[src/rtl/uart_tx_mmio.sv]
// Memory-mapped 8N1 UART transmitter: CPU stores push bytes into a small FIFO,
// a bit-timed shifter drains it onto tx, and a status word reports progress.
module uart_tx_mmio #(
  parameter int CLKS_PER_BIT = 868,
  parameter int FIFO_DEPTH   = 8
) (
  input  logic        clock,
  input  logic        reset_n,
  input  logic [31:0] in_data,
  input  logic        begin_flag,
  output logic [31:0] state_reg,
  output logic        tx
);

  localparam int PW = (FIFO_DEPTH > 1) ? $clog2(FIFO_DEPTH) : 1;
  localparam int CW = $clog2(FIFO_DEPTH) + 1;
  localparam int TW = (CLKS_PER_BIT > 1) ? $clog2(CLKS_PER_BIT) : 1;

  localparam logic [TW-1:0] TIMER_RELOAD = TW'(CLKS_PER_BIT - 1);
  localparam logic [CW-1:0] DEPTH_COUNT  = CW'(FIFO_DEPTH);
  localparam logic [PW-1:0] PTR_LAST     = PW'(FIFO_DEPTH - 1);

  typedef enum logic [1:0] {IDLE, START, DATA, STOP} tx_state_t;

  tx_state_t       state, state_next;
  logic [TW-1:0]   timer, timer_next;
  logic [2:0]      bit_idx, bit_idx_next;
  logic [7:0]      shift, shift_next;
  logic            tx_next;
  logic            pop;

  logic [7:0]      mem [FIFO_DEPTH];
  logic [PW-1:0]   rd_ptr, wr_ptr;
  logic [CW-1:0]   count;
  logic            overflow;

  logic            ctrl_write, push_req, push_ok;
  logic            unused_data_bits;

  assign ctrl_write       = begin_flag & in_data[31];
  assign push_req         = begin_flag & ~in_data[31];
  assign push_ok          = push_req & ((count != DEPTH_COUNT) | pop);
  assign unused_data_bits = ^in_data[30:8];

  // Shifter next-state: pops happen only when a frame can start immediately
  always_comb begin
    state_next   = state;
    timer_next   = (timer != '0) ? timer - TW'(1) : timer;
    bit_idx_next = bit_idx;
    shift_next   = shift;
    tx_next      = tx;
    pop          = 1'b0;
    case (state)
      IDLE: begin
        timer_next = timer;
        if (count != '0) begin
          pop        = 1'b1;
          shift_next = mem[rd_ptr];
          tx_next    = 1'b0;
          timer_next = TIMER_RELOAD;
          state_next = START;
        end else begin
          tx_next = 1'b1;
        end
      end
      START: begin
        if (timer == '0) begin
          tx_next      = shift[0];
          timer_next   = TIMER_RELOAD;
          bit_idx_next = 3'd0;
          state_next   = DATA;
        end
      end
      DATA: begin
        if (timer == '0) begin
          timer_next = TIMER_RELOAD;
          if (bit_idx != 3'd7) begin
            shift_next   = {1'b0, shift[7:1]};
            tx_next      = shift[1];
            bit_idx_next = bit_idx + 3'd1;
          end else begin
            tx_next    = 1'b1;
            state_next = STOP;
          end
        end
      end
      STOP: begin
        if (timer == '0) begin
          if (count != '0) begin
            pop        = 1'b1;
            shift_next = mem[rd_ptr];
            tx_next    = 1'b0;
            timer_next = TIMER_RELOAD;
            state_next = START;
          end else begin
            tx_next    = 1'b1;
            state_next = IDLE;
          end
        end
      end
      default: state_next = IDLE;
    endcase
  end

  always_ff @(posedge clock or negedge reset_n) begin
    if (!reset_n) begin
      state   <= IDLE;
      timer   <= '0;
      bit_idx <= 3'd0;
      shift   <= 8'h00;
      tx      <= 1'b1;
    end else begin
      state   <= state_next;
      timer   <= timer_next;
      bit_idx <= bit_idx_next;
      shift   <= shift_next;
      tx      <= tx_next;
    end
  end

  // A full FIFO still accepts a byte when the head leaves on the same edge
  always_ff @(posedge clock or negedge reset_n) begin
    if (!reset_n) begin
      rd_ptr   <= '0;
      wr_ptr   <= '0;
      count    <= '0;
      overflow <= 1'b0;
    end else begin
      if (pop)
        rd_ptr <= (rd_ptr == PTR_LAST) ? '0 : rd_ptr + PW'(1);
      if (push_ok)
        wr_ptr <= (wr_ptr == PTR_LAST) ? '0 : wr_ptr + PW'(1);
      if (push_ok && !pop)
        count <= count + CW'(1);
      else if (!push_ok && pop)
        count <= count - CW'(1);
      if (ctrl_write)
        overflow <= 1'b0;
      else if (push_req && !push_ok)
        overflow <= 1'b1;
    end
  end

  always_ff @(posedge clock) begin
    if (push_ok)
      mem[wr_ptr] <= in_data[7:0];
  end

  assign state_reg = {16'h0000, 8'(count), 4'h0, tx, overflow,
                      (count == DEPTH_COUNT), (state != IDLE) | (count != '0)};

endmodule

[config.mk]
export PLATFORM = sky130hd
export DESIGN_NAME = uart_tx_mmio
export DESIGN_NICKNAME = d
export VERILOG_FILES = /design/src/rtl/uart_tx_mmio.sv
export SDC_FILE = /design/constraint.sdc
export NUM_CORES = 1
export LEC_CHECK = 0
export ABC_CLOCK_PERIOD_IN_PS = 5400
export CELL_PAD_IN_SITES_DETAIL_PLACEMENT = 0
export CELL_PAD_IN_SITES_GLOBAL_PLACEMENT = 1
export CORE_UTILIZATION = 48
export DETAILED_ROUTE_END_ITERATION = 16
export GPL_ROUTABILITY_DRIVEN = 0
export PLACE_DENSITY = 0.95
export SLEW_MARGIN = 20
export SYNTH_ARGS = -nofsm -noshare
export SYNTH_HDL_FRONTEND = slang
export SYNTH_SLANG_ARGS = --single-unit
[constraint.sdc]
create_clock -name clock -period 5.4 [get_ports clock]
set_input_delay 0.81 -clock clock [delete_from_list [all_inputs] [get_ports clock]]
set_output_delay 0.81 -clock clock [all_outputs]
set_load 0.05 [all_outputs]
# After elaboration in Yosys (flattened, before gate mapping)
# Memories as Yosys holds them, arrays and structs flattened.
# Index checks and enable logic that the tools add are counted.
[word_totals] reg_bits=35 mem_bits_rw=64 wordCells=94 mem_count=1
[mem_list] name="mem" depth=8 word_bits=8 rd=1 rd_ports_with_merged_regs=0 wr=1 line_no="32" rtl="logic [7:0] mem [FIFO_DEPTH];"
[classes] add_sub_neg=6 n_eq_ne=14 mux=39 n_bitwise=6 n_reduce_logical=19
[op_table] operator="10-bit 2-to-1 mux" count=5
[op_table] operator="8-bit 2-to-1 mux" count=4
[op_table] operator="10-bit case mux with 3 select lines" count=1
[op_table] operator="8-bit case mux with 3 select lines" count=1
[op_table] operator="3-bit 2-to-1 mux" count=5
[op_table] operator="1-bit 2-to-1 mux" count=12
[op_table] operator="2-bit inequality test (second input constant)" count=6
[op_table] operator="10-bit logical NOT" count=1
[op_table] operator="2-bit 2-to-1 mux" count=5
[op_table] operator="10-bit nonzero test" count=1
[op_table] operator="10-bit by 1-bit subtractor with 10-bit output (second input constant)" count=1
[op_table] operator="3-bit by 1-bit adder with 3-bit output (second input constant)" count=3
[op_table] operator="4-bit 2-to-1 mux" count=2
[op_table] operator="2-bit case mux with 4 select lines" count=1
[op_table] operator="4-bit AND reduction" count=2
[op_table] operator="2-bit nonzero test" count=4
[op_table] operator="3-bit equality test (second input constant)" count=2
[op_table] operator="3-bit case mux with 2 select lines" count=1
[op_table] operator="5-bit AND reduction" count=1
[op_table] operator="4-bit by 1-bit adder with 4-bit output (second input constant)" count=1
[op_table] operator="2-bit equality test (second input constant)" count=2
[op_table] operator="4-bit equality test (second input constant)" count=1
[op_table] operator="4-bit inequality test (second input constant)" count=1
[op_table] operator="1-bit case mux with 4 select lines" count=1
[op_table] operator="other kinds (14)" count=20

# Longest topological paths before layout
# Gate-level depths: netlist of run 1.
[logic_depth] word_depth=10 ltp_mapped=15 ltp_nobuf=14

# Least setup slack after synthesis of run 1
# Ideal clock, no wire load.
[synth_path] path_type="reg2reg" from="register count[3]" to="register count[3]" setup_time_ns=0.147 arrival_time_ns=3.491 required_ns=5.253 slack_ns=1.763 stages_incl_launch_ff=14 path_buffers=1 path_cell_list="dfrtp_1 > nor4b_2 > a211o_1 > a21o_1 > buf_6 > clkinv_4 > ha_1 > inv_1 > ha_1 > a21o_1 > a21oi_1 > xnor2_1 > nor2_1 > xor2_1"
[synth_via] elab_chain_cells=9
[synth_rtl] element="start, declared" line_no="34" rtl="logic [CW-1:0] count;"
[synth_rtl] element="start signal, assigned" line_no="134" rtl="count <= count + CW'(1);"
[synth_rtl] element="start signal, assigned" line_no="136" rtl="count <= count - CW'(1);"
[synth_rtl] element="4-bit nonzero test" line_no="56, 89"
[synth_rtl] element="1-bit 2-to-1 mux" line_no="56, 89"
[synth_rtl] element="1-bit 2-to-1 mux" line_no="88" rtl="if (timer == '0) begin"
[synth_rtl] element="1-bit case mux with 2 select lines" line_no="53" rtl="case (state)"
[synth_rtl] element="1-bit bitwise OR (*)" line_no="42" rtl="assign push_ok = push_req & ((count != DEPTH_COUNT) | pop);"
[synth_rtl] element="1-bit AND (*)" line_no="42"
[synth_rtl] element="via push_ok" line_no="37" rtl="logic ctrl_write, push_req, push_ok;"
[synth_rtl] element="1-bit logical NOT" line_no="135" rtl="else if (!push_ok && pop)"
[synth_rtl] element="1-bit logical AND" line_no="135"
[synth_rtl] element="2-bit nonzero test (no source line)"
# The timed path passes the listed nets; every way through them passes the cells marked *. The select of a mux whose other input is x is not followed.
# A chain may end at the register's enable or synchronous reset.

# Final worst setup path of run 1
[layout_path] from="register count[1]" to="output port state_reg[0]"
[layout_via] elab_chain_cells=2
[layout_rtl] element="4-bit nonzero test" line_no="150" rtl="(count == DEPTH_COUNT), (state != IDLE) | (count != '0)};"
[layout_rtl] element="1-bit bitwise OR" line_no="150"
[layout_rtl] element="end, declared" line_no="11" rtl="output logic [31:0] state_reg,"
# Every way passes these cells.

==> impl_results.md, run 1 <==
- Status: completed
- Synth Area in Compound Gates: 9.55%
- Relative slew margins: 21.5%
- Worst Hold Class: flop to flop
- RSZ-0062 raised after global routing: no
- Clock sink total: 99
- CTS Hold Bufs: 0
- PwrDens: 561 mW/mm^2
- Clock-pin slew on the worst setup and hold paths: 100 ps
- Worst VDD drop: 313 uV
- First-pass GRT wire length: 14.1 mm
- Share of the yosys chip area belonging to registers: 57.4%
- Yosys warns: 0
- Max Slew Vio Count: 0
- Post-Synth Adder-Cell Area: 4.77%
- Largest net degree at the start of global routing: 36
- Core Area: 0.00982 sq mm
- CTS Buf Count: 9
- Largest regs: mem (64), timer (10), shift (8)
- Violation count after the first detailed-routing iteration: 123
- IO Port Bufs: 20
- Die ar.: 0.0106 sq mm
- Fraction of registers with async set/reset: 35.4%
- Routed wire length: 8.63 mm
- Clock Tree Root: clkbuf_8
- Pre-CTS setup slack: 2050 ps
- Cell Area, Synth: 0.00487 sq mm
- Distinct cells, synth: 62
- Overflow after GRT: 0
- Vias post-DR: 2911
- Die width: 103 um
- Final min period: 3590 ps
- H-tree levels: 3
- Final WS setup: 1810 ps
- Post-route ant nets: 0
- HPWL after DPL: 5.75 mm
- Synth-to-Final Area Change: 9.50%
- Avg Synthesized Cell Area: 13.1 sq um
- FMAX: 0.279 GHz
- TNS Setup: 0 ps
- Worst Path Arrival: 2780 ps
- IO Pins: 68
- Worst R2R Path Depth: 14
- Row count: 36
- Worst EP required: 4590 ps
- Critical Path End: state_reg[0]
- Initial DRT Pass Iterations: 4
- ANT cells: 0
- Post-Synth Simple-Gate Area: 10.7%
- Top_reg_cell synth: edfxtp_1
- Worst Setup Start Kind: flop
- Leak: 2.03 nW
- Clock tree buffer depth: 2
- Via/cell ratio: 5.51
- Final hold vios: 0
- Design area: 0.00534 sq mm
- Worst flop-to-flop path endpoint: count[3]
- Worst-Margin Slew: 1170 ps
- XOR/XNOR share of the synthesized area: 0.719%
- DRC Markers: 0
- Antenna violations before repair: 0
- Setup-failing EPs final: 0
- Worst skew pair latency: 370 ps
- Crit-path max FO: 11
- Max-Cap Viols: 0
- Final clock skew: 14.2 ps
- Post-layout nets: 443
- CTS tree: done
- Number of global-route vias before repair: 2921
- Critical path type: flop to primary output
- FF-to-FF setup slack: 2000 ps
- Synth Register Bits: 99
- Fillers: 826
- Setup Fix Bufs, Post-CTS: 0
- Top reg by flops: mem
- Tcrit/Tclk final: 66.5%
- Placed Area: 0.00509 sq mm
- Non-Filler Instances: 528
- Placed Instances: 512
- Post-CTS Resized: 0
- Post-synthesis mux area share: 9.73%
- Layout cell share with drive strength beyond 1: 14.7%
- Critical path origin: count[1]
- Largest family of logic cells by synthesized area: simple AND/OR/NAND/NOR gates
- All-Layer GR Usage: 18.1%
- Post-Synthesis Cells: 372
- FF-to-FF Start: timer[0]
- Number of flops mapped to enable cells by yosys: 64
- Initial Utilization: 49.6%
- DR WL/cell: 16.3 um
- Crit end category: primary output
- Largest register FFs: 64
- Height of the chip: 103 um
-- layout by cell type (no fill, tap or decap), types with 8 or more instances in the layout --
cell,n
mux4_2,16
conb_1,24
nor3_1,9
o21ai_0,14
nor2_1,22
nand2_1,32
inv_1,13
mux2i_1,8
clkdlybuf4s50_1,20
clkbuf_8,9
edfxtp_1,64
ha_1,17
dfrtp_1,33
a21oi_1,20
-- cells in the mapped netlist (all sizes together) (2+ instances only) --
| master | n | area share [%] |
|---|---|---|
| edfxtp | 64 | 39 |
| buf | 37 | 5.4 |
| dfrtp | 34 | 17 |
| nand2 | 33 | 2.7 |
| nor2 | 22 | 1.7 |
| a21oi | 20 | 2.1 |
| ha | 17 | 4.4 |
| o21ai | 17 | 1.8 |
| mux4 | 16 | 7.4 |
| inv | 14 | 1.1 |
| nor3 | 10 | 1.1 |
| mux2i | 8 | 1.6 |
| a21o | 6 | 0.92 |
| a31oi | 6 | 0.77 |
| nand4 | 6 | 0.77 |
| clkbuf | 5 | 0.39 |
| nand3 | 4 | 0.41 |
| nor4 | 4 | 0.64 |
| nor4b | 4 | 1.3 |
| o311ai | 4 | 0.72 |
| mux2 | 3 | 0.69 |
| nor2b | 3 | 0.39 |
| o22ai | 3 | 0.39 |
| xnor2 | 3 | 0.54 |
| a41oi | 2 | 0.36 |
| and2 | 2 | 0.26 |
| and3 | 2 | 0.36 |
| nor3b | 2 | 0.51 |
-- critical path, cell delays in order (launching register included) --
cell and delay, ps:
dfrtp_1 490, nor4_2 500, and2_1 400, inv_1 260, clkdlybuf4s50_1 760
-- per-layer routing --
| metal | up-vias | GRT usage, % | wire length [um] |
|---|---|---|---|
| li1 | 1380 | - | - |
| met1 | 1436 | 21.1 | 3580 |
| met2 | 82 | 32.1 | 4560 |
| met3 | 13 | 4.54 | 365 |
| met4 | 0 | 7.37 | 128 |
| met5 | - | 0 | 0 |
-- power breakdown --
part	leakage [nW]	total, mW	switching [mW]	internal, mW
logic	0.899	1.25	0.709	0.541
registers	1.01	1.19	0.225	0.968
clock network	0.121	0.552	0.278	0.274
total	2.03	3.00	1.21	1.78
-- stage by stage --
step	utilization, %	power (mW)	hold slack (ps)
after floorplan	-	2.18	449
after global placement	51.8	2.40	461
after detailed placement	51.8	2.45	472
after CTS	54.3	3.02	495
after global routing	54.4	3.20	520
final	54.4	3.00	492
-- final cells by class --
| class | count | area, sq um | area share, % |
|---|---|---|---|
| Timing Repair Buffer | 26 | 245 | 4.59 |
| Clock buffer | 9 | 124 | 2.32 |
| Clock inverter | 7 | 121 | 2.27 |
| Multi-Input combinational cell | 239 | 1820 | 34.1 |
| Tap cell | 133 | 166 | 3.12 |
| Inverter | 15 | 61.3 | 1.15 |
| Sequential cell | 99 | 2800 | 52.5 |
-- kinds of logic after synthesis --
kind of cell / after synthesis
buffers and inverters: 57
other: 1
AND/OR/NAND/NOR: 95
adder cells (fa/ha/maj): 18
flip-flops: 99
multiplexers: 27
XOR/XNOR: 4
AO/OA/AOI/OAI: 71
-- worst min path at each step --
| stage | start | to | slack, ps | cells after the start |
|---|---|---|---|---|
| after CTS | shift[7] | shift[7] | 490 | 2 |
| after global routing | shift[0] | shift[0] | 520 | 2 |
| after global placement | shift[4] | shift[4] | 460 | 2 |
| after detailed placement | shift[7] | shift[7] | 470 | 2 |
| after floorplan | shift[7] | shift[7] | 450 | 2 |
| final | shift[0] | shift[0] | 490 | 2 |
No activity file was read; power rests on OpenSTA's default activity.
==> run 2: changes to the inputs <==
- ABC_CLOCK_PERIOD_IN_PS: 5400 -> 3300
- CORE_UTILIZATION: 48 -> 40
- PLACE_DENSITY: 0.95 -> 0.87
- clock period: 5.4 -> 3.3 ns (I/O delays scaled with it)
==> impl_results.md, run 2 (same netlist as run 1, synthesis figures left out) <==
- Status: completed
- Final clock skew: 9.08 ps
- Setup Fix Bufs, Post-CTS: 0
- First-pass GRT wire length: 14.4 mm
- Largest regs: mem (64), timer (10), shift (8)
- Relative slew margins: 38.0%
- Initial Utilization: 41.8%
- CP max-delay cell: dfrtp_1
- Most used cell, CP: ha_1
- Crit-path max cell delay: 410 ps
- Commonest cells after routing, fill and taps aside: edfxtp_1 (64), dfrtp_1 (34), nand2_1 (32), conb_1 (24), nor2_1 (22)
- ANT cells: 0
- Height of the chip: 112 um
- CP Cell Sequence: inv_1 -> ha_1 -> nor4b_4 -> a41oi_1 -> a21o_1 -> clkinv_4 -> ha_1 -> inv_1 -> ha_1 -> a21o_1 -> a21oi_1 -> xnor2_1 -> nor2_1 -> xor2_1
- HPWL after DPL: 5.79 mm
- H-tree levels: 3
- Leak: 2.12 nW
- Footprint of the multi-input gates: 0.00183 sq mm
- Overflow after GRT: 0
- IO Pins: 68
- Die ar.: 0.0126 sq mm
- FF/Latch Area: 0.00280 sq mm
- Worst Setup Start Kind: flop
- Initial DRT Pass Iterations: 4
- Clock Tree Root: clkbuf_16
- Via/cell ratio: 5.32
- PwrDens: 932 mW/mm^2
- Placed Instances: 534
- Worst Path Arrival: 3150 ps
- Fillers: 1013
- Crit-path max FO: 5
- Post-CTS Resized: 0
- Largest register FFs: 64
- Worst EP required: 3530 ps
- Layout cell share with drive strength beyond 1: 16.5%
- Number of global-route vias before repair: 2794
- Final hold vios: 0
- Crit end category: flop
- Max-Cap Viols: 0
- FMAX: 0.343 GHz
- Setup-failing EPs final: 0
- Clock sink total: 99
- Tcrit/Tclk final: 88.3%
- Worst skew pair latency: 350 ps
- CTS Buf Count: 9
- Post-layout nets: 455
- Final min period: 2910 ps
- TNS Setup: 0 ps
- Clock tree buffer depth: 2
- Max Slew Vio Count: 0
- Largest net degree at the start of global routing: 36
- Commonest non-fill, non-tap cell in the layout: edfxtp_1
- Post-route ant nets: 0
- CTS Hold Bufs: 0
- Die width: 112 um
- All-Layer GR Usage: 15.3%
- Top reg by flops: mem
- Final WS setup: 385 ps
- Design area: 0.00550 sq mm
- Worst VDD drop: 488 uV
- Non-Filler Instances: 550
- FF-to-FF setup slack: 390 ps
- IO Port Bufs: 20
- Placed Area: 0.00520 sq mm
- Worst Hold Class: flop to flop
- Synth-to-Final Area Change: 12.9%
- CTS tree: done
- Worst-Margin Slew: 930 ps
- DRC Markers: 0
- Critical path type: flop to flop
- RSZ-0062 raised after global routing: no
- Pre-CTS setup slack: 384 ps
- Vias post-DR: 2925
- Violation count after the first detailed-routing iteration: 128
- Routed wire length: 8.89 mm
- Antenna violations before repair: 0
- Core Area: 0.0117 sq mm
- Clock-pin slew on the worst setup and hold paths: 70 ps
- Row count: 39
- DR WL/cell: 16.2 um
run 2: cell count changes in the layout (fill, tap and decap cells not counted), moves of 2 or more:
cell and change:
clkinv_8 -2, clkbuf_16 +9, clkbuf_8 -9, buf_4 +12
run 2: path summary, 6_finish.rpt:
kind	start	endpoint	depth (start not counted)
setup / recovery	timer[0]	count[3]	14
hold / removal	shift[0]	shift[0]	2
setup reg to reg	timer[0]	count[3]	14
hold reg to reg	shift[0]	shift[0]	2
max in group asynchronous	reset_n	tx	2
min in group asynchronous	reset_n	timer[6]	2
run 2: metrics by stage:
| stage | hold slack (ps) | power [mW] | utilization [%] |
|---|---|---|---|
| finish | 487 | 5.13 | 47.2 |
| global route | 517 | 5.48 | 47.2 |
| CTS | 487 | 5.17 | 47.2 |
| detailed placement | 472 | 4.10 | 44.6 |
| global placement | 463 | 4.02 | 44.6 |
| floorplan | 199 | 3.58 | - |
run 2: cell type report:
cell class,count,area share (%)
flip-flops and latches,99,50.9
clock buffers,10,4.16
well taps,143,3.25
clock inverters,6,1.27
inverters,15,1.11
repair buffers,38,6.10
multi-input cells,239,33.2
run 2: power breakdown:
group	switching (mW)	internal [mW]	total (mW)
clock	0.469	0.596	1.07
sequential	0.311	1.58	1.90
combinational	1.22	0.942	2.16
run 2: worst max-delay path: cells and delay by family, from the launching register on:
kind                     cells  cell delay, ps
AO/OA/AOI/OAI                4             920
adder cells (fa/ha/maj)      3             670
AND/OR/NAND/NOR              2             210
XOR/XNOR                     2             280
buffers and inverters        3             310
flip-flops                   1             410
run 2: routing by layer:
layer / share of wire, % / track usage, %
met2: 52 / 25.6
met3: 3.8 / 5.08
met5: 0 / 0
met1: 43 / 18.4
met4: 1.5 / 5.33
